--- config.mk ---
export PLATFORM = sky130hd
export DESIGN_NAME = majority_vote_scheduler
export DESIGN_NICKNAME = d
export VERILOG_FILES = /design/src/rtl/majority_vote_scheduler.sv
export SDC_FILE = /design/constraint.sdc
export NUM_CORES = 1
export LEC_CHECK = 0
export CORE_MARGIN = 5
export CORE_UTILIZATION = 40
export DETAILED_ROUTE_END_ITERATION = 6
export GPL_TIMING_DRIVEN = 0
export PLACE_DENSITY = 0.9
export SETUP_SLACK_MARGIN = 0.05
export SLEW_MARGIN = 40
export SYNTH_ARGS = -nofsm -noshare
export SYNTH_HDL_FRONTEND = slang
export SYNTH_SLANG_ARGS = --single-unit
--- constraint.sdc ---
create_clock -name clk -period 2.7 [get_ports clk]
set_input_delay 0.54 -clock clk [delete_from_list [all_inputs] [get_ports clk]]
set_output_delay 0.54 -clock clk [all_outputs]
set_load 0.02 [all_outputs]
--- src/rtl/majority_vote_scheduler.sv ---
// rtl/majority_vote_scheduler.sv - round-robin front end sharing one registered 5-input majority voter
// Optional saturating response counter on vote_cnt: define MAJ_SCHED_CNT_EN.
module majority_vote_scheduler #(
  parameter int NREQ = 4,
  parameter int IDW  = 2
) (
  input  logic              clk,
  input  logic              rst,
  input  logic [NREQ-1:0]   req_valid,
  input  logic [5*NREQ-1:0] req_data,
  output logic [NREQ-1:0]   req_ready,
  output logic              rsp_valid,
  input  logic              rsp_ready,
  output logic              rsp_vote,
  output logic [IDW-1:0]    rsp_id,
  output logic [15:0]       vote_cnt
);

  typedef enum logic [1:0] {IDLE, EVAL, HOLD} state_t;

  state_t         state_q, state_d;
  logic [IDW-1:0] ptr_q, id_q, grant_idx;
  logic [4:0]     op_q, grant_word;
  logic [IDW:0]   cand;
  logic           grant_found, accept, rsp_fire;

  function automatic logic majority5(input logic [4:0] w);
    logic [2:0] cnt;
    cnt = 3'd0;
    for (int b = 0; b < 5; b++) cnt = cnt + {2'b00, w[b]};
    return cnt >= 3'd3;
  endfunction

  // Rotating priority search starting at ptr, wrapping modulo NREQ
  always_comb begin
    grant_found = 1'b0;
    grant_idx   = '0;
    cand        = '0;
    for (int k = 0; k < NREQ; k++) begin
      cand = {1'b0, ptr_q} + (IDW+1)'(k);
      if (cand >= (IDW+1)'(NREQ)) cand = cand - (IDW+1)'(NREQ);
      if (!grant_found && req_valid[cand[IDW-1:0]]) begin
        grant_found = 1'b1;
        grant_idx   = cand[IDW-1:0];
      end
    end
  end

  always_comb begin
    grant_word = 5'd0;
    for (int i = 0; i < NREQ; i++) begin
      if (grant_idx == IDW'(i)) grant_word = req_data[5*i +: 5];
    end
  end

  always_ff @(posedge clk) begin
    if (rst) state_q <= IDLE;
    else     state_q <= state_d;
  end

  always_comb begin
    state_d   = state_q;
    req_ready = '0;
    accept    = 1'b0;
    rsp_fire  = 1'b0;
    case (state_q)
      IDLE: begin
        if (!rst && grant_found) begin
          for (int i = 0; i < NREQ; i++) req_ready[i] = (grant_idx == IDW'(i));
          accept  = 1'b1;
          state_d = EVAL;
        end
      end
      EVAL: state_d = HOLD;
      HOLD: begin
        if (rsp_ready) begin
          rsp_fire = 1'b1;
          state_d  = IDLE;
        end
      end
      default: state_d = IDLE;
    endcase
  end

  always_ff @(posedge clk) begin
    if (rst) begin
      ptr_q     <= '0;
      op_q      <= 5'd0;
      id_q      <= '0;
      rsp_valid <= 1'b0;
      rsp_vote  <= 1'b0;
      rsp_id    <= '0;
    end else begin
      if (accept) begin
        op_q <= grant_word;
        id_q <= grant_idx;
      end
      if (state_q == EVAL) begin
        rsp_vote  <= majority5(op_q);
        rsp_id    <= id_q;
        rsp_valid <= 1'b1;
      end
      // Next search starts just past the requester that was served
      if (rsp_fire) begin
        rsp_valid <= 1'b0;
        ptr_q     <= (id_q == IDW'(NREQ-1)) ? '0 : id_q + IDW'(1);
      end
    end
  end

`ifdef MAJ_SCHED_CNT_EN
  logic [15:0] cnt_q;

  always_ff @(posedge clk) begin
    if (rst)                               cnt_q <= 16'h0000;
    else if (rsp_fire && cnt_q != 16'hFFFF) cnt_q <= cnt_q + 16'd1;
  end

  assign vote_cnt = cnt_q;
`else
  assign vote_cnt = 16'h0000;
`endif

endmodule
Word level (Yosys, flattened, before mapping) --
Index checks and enable logic that the tools add are counted.
Storage, ports and cells: register bits after elaboration 15, input bits 27, output and inout port bits 24, word-level logic and storage cells 82
Operators by class: add/subtract/negate cells 12, order comparisons 9, eq/ne operators 8, mux-type cells 34, reductions and logical operators 12
Operator list (count):
- 2-bit two-way mux | 11
- 5-bit two-way mux | 4
- 2-bit by 3-bit less-than comparator with 1-bit output (second input constant) | 4
- 1-bit two-way mux | 12
- 3-bit greater-or-equal comparator (second input constant) | 3
- 1-bit binary-select mux with 2-bit select | 4
- 2-bit equality test (second input constant) | 4
- 4-bit two-way mux | 2
- 2-bit by 1-bit subtractor with 2-bit output (second input constant) | 4
- 2-bit by 2-bit adder with 3-bit output (second input constant) | 2
- 3-bit by 1-bit adder with 3-bit output | 2
- 2-bit case mux with 3 select lines | 1
- 2-bit by 1-bit equality test with 1-bit output (second input constant) | 2
- 1-bit logical AND | 4
- 1-bit zero test | 4
- 2-bit zero test | 2
- 2-bit != test (second input constant) | 2
- 2-bit by 1-bit adder with 3-bit output | 1
- 2-bit by 1-bit adder with 3-bit output (second input constant) | 1
- 2-bit by 3-bit greater-or-equal comparator with 1-bit output (second input constant) | 1
- 3-bit by 2-bit greater-or-equal comparator with 1-bit output (second input constant) | 1
- 1-bit by 1-bit adder with 2-bit output | 1
- 2-bit by 1-bit adder with 2-bit output (second input constant) | 1
- 2-bit AND reduction | 1
- 2-bit OR reduction | 1

Depth between registers and ports, before layout --
depth after elaboration 19, mapped depth 8, mapped depth without buffers 8

Worst setup path before layout --
Ideal clock, no wire load.
kind input port to output port, start point in rst, end point out req_ready[1], arrival 1.624 ns, path slack 0.536 ns, stages 5, path buffers 1, cell sequence or4_1 -> buf_2 -> clkinv_2 -> nand2b_1 -> nor2_1
Between the ends: cells in the longest elaborated chain, start to end 4
Ends and longest elaborated chain:
- start: declaration | line 8 | input logic rst,
- 1-bit zero test | line 68 | if (!rst && grant_found) begin
- 1-bit logical AND | line 68
- 4-bit two-way mux | line 68
- 4-bit two-way mux | line 66 | case (state_q)
- end: declaration | line 11 | output logic [NREQ-1:0] req_ready,
No other way between the ends.

Worst setup path in the final report --
start point in rst, end point out req_ready[3]
The elaborated chain is that of the path after synthesis.

==> run_results.csv <==
group,metric,value,unit
critical_path,worst-path-max-fanout,9,
route,drc,0,
route,vias,1100,
clock_network,clk_path_buf_depth,2,
global_routing,grt_pass1_wl,4500,um
critical_path,reg2regPathDepth,8,
route,wirelength,2930,um
synth,synthCells,130,
power,power.leakage,0.647,nW
timing,whs,470,ps
timing,rsz0062_at_grt,"no",
synth,ys_warn_count,0,
critical_path,cp-start-kind,"primary input",
global_routing,grt_max_degree,11,
critical_path,critPathCaptureType,"primary output",
place,dp_slack,-656,ps
hold_path,hold_start,"rsp_id[0]",
critical_path,r2r-start,"op_q[0]",
finish,fin_nets,216,
timing,hold_viol_final,0,
place,hpwl,2280,um
timing,period_share,0.953,
synth,synth.avg_cell_area,8.04,um^2
critical_path,reg2reg_to,"rsp_vote",
critical_path,worstSetupStartpoint,"rst",
timing,fmax,389,MHz
route,ant_nets,0,
clock_network,cts-root-buf,"clkbuf_4",
floorplan,die_w,61.1,um
critical_path,r2r_setup_slack,680,ps
route,viasPerCell,5.16,
floorplan,die_h,61.1,um
global_routing,grt.total_usage,0.163,
timing,worst_slack,127,ps
finish,ff_latch_area,300,um^2
critical_path,crit_required,2160,ps
flow_run,cap_violations,0,
hold_path,min_path_cells,2,
timing,period_needed,2570,ps
route,drt_iter0_markers,55,
route,dr.pass1.iters,4,
status,status,"finished clean",
floorplan,num_io_pins,51,
place,port_buffers,34,
synth,synth-edff-count,0,
clock_network,cts.sinks,15,
finish,mostFrequentLayoutCells,"clkdlybuf4s50_1, buf_4, conb_1",
timing,setup_viol,0,
power,finalPower,617,uW
hold_path,min_to,"rsp_id[0]",
floorplan,dieArea,0.00373,mm^2
finish,final_common_cell,"clkdlybuf4s50_1",
floorplan,initial_core_util,0.422,
finish,diodes,0,
synth,synth_cell_type_count,33,
place,gp_congestion,0.750,
place,placed_cell_area,0.00148,mm^2
global_routing,antenna_found_initial,0,
place,dp.cells,209,
hold_path,worstHoldPathType,"flip-flop to flip-flop",
global_routing,grt-ovfl-total,0,
clock_network,numCtsBuffers,3,
clock_network,clk_pin_slew,90,ps
timing,setup_tns,0,ps
finish,fill_cells,237,
synth,ys_async_sr_fraction,0,
finish,multi_input_area,641,um^2
route,wl_per_cell,13.7,um
global_routing,grt_pass1_vias,1052,
finish,fin_area,0.00150,mm^2
synth,synth_seq_cells,15,
clock_network,cts_max_level,1,
timing,fin_skew,6.45,ps
synth,syn_area,0.00104,mm^2
clock_network,worstSkewPairLatency,290,ps
power,vdd_drop_max,263,uV
finish,synthToLayoutAreaGrowth,43.6,%
synth,synthFlopType,"dfxtp_1",
power,power-per-cell-area,412,mW/mm^2
clock_network,cts_tree,"built",
critical_path,path_class,"primary input to primary output",
floorplan,core,0.00248,mm^2
timing,maxSlewViolCount,0,
finish,fin_util,0.606,
critical_path,worstPathArrival,2030,ps
synth,seq_area_frac_synth,0.287,
finish,drive_gt1_frac,0.197,
finish,fin_cells,213,
floorplan,rows,18,
[cell families after synthesis]
group / Yosys count / share of synthesized area
and+or+nand+nor: 42 / 0.198
AOI/OAI and AO/OA: 38 / 0.266
buffers and inverters: 28 / 0.162
DFF: 15 / 0.287
adders and majority gates: 5 / 0.0743
muxes: 1 / 0.00958
other: 1 / 0.00359
[power by group]
group / internal, mW / switching, mW / total (mW)
clock network: 0.0551 / 0.0729 / 0.128
logic: 0.110 / 0.126 / 0.235
registers: 0.242 / 0.0115 / 0.254
total: 0.407 / 0.210 / 0.617
[cells in the mapped netlist (2+ instances only)]
library cell | number | area share
buf_4 | 16 | 0.11
dfxtp_1 | 15 | 0.29
nor2_1 | 11 | 0.040
nand2_1 | 10 | 0.036
a21oi_1 | 8 | 0.038
inv_1 | 8 | 0.029
o21ai_0 | 8 | 0.038
a311o_1 | 5 | 0.048
nand3_1 | 5 | 0.024
nor2b_1 | 5 | 0.030
o31ai_1 | 5 | 0.036
o32ai_1 | 5 | 0.042
ha_1 | 3 | 0.036
nand2b_1 | 3 | 0.018
nor3_1 | 3 | 0.014
buf_2 | 2 | 0.0096
fa_1 | 2 | 0.038
[sequential cells by signal, indices dropped and copies added, names as in the netlist]
name and cells:
state_q 2, id_q 2, rsp_vote 1, op_q 5, ptr_q 2, rsp_id 2
rsp_valid 1
[metal layers]
metal	track usage	share of wire
met5	0	0
met4	0.0929	0.029
met3	0.0461	0.11
met2	0.279	0.49
met1	0.179	0.38
[worst max-delay path by stage]
stage	to	slack [ps]	cells past startpoint
floorplan	req_ready[1]	540	5
global placement	req_ready[0]	-600	8
detailed placement	req_ready[1]	-660	8
CTS	req_ready[2]	60	7
global route	req_ready[1]	50	7
finish	req_ready[3]	130	7
[worst max-delay path, stage by stage]
cell and delay (ps):
dlygate4sd2_1 290, or4_1 470, buf_2 190, clkinv_2 120
nand2b_1 110, nor2_1 130, buf_2 180
[cell type report]
type / count / area share
clock inverter: 1 / 0.00334
buffer: 19 / 0.0892
sequential: 15 / 0.200
tap: 30 / 0.0250
multi-input combinational: 102 / 0.427
timing repair buffer: 34 / 0.217
clock buffer: 3 / 0.0150
inverter: 9 / 0.0234
[what timing repair did]
item / CTS / global route
cloned: 0 / 0
endpoints found under the setup margin: 4 / 4
resized for setup: 27 / 4
hold buffers: 0 / 0
setup buffers: 0 / 0
hold endpoints to repair: 0 / 0
Note: power is estimated with default switching activity, not from simulation.
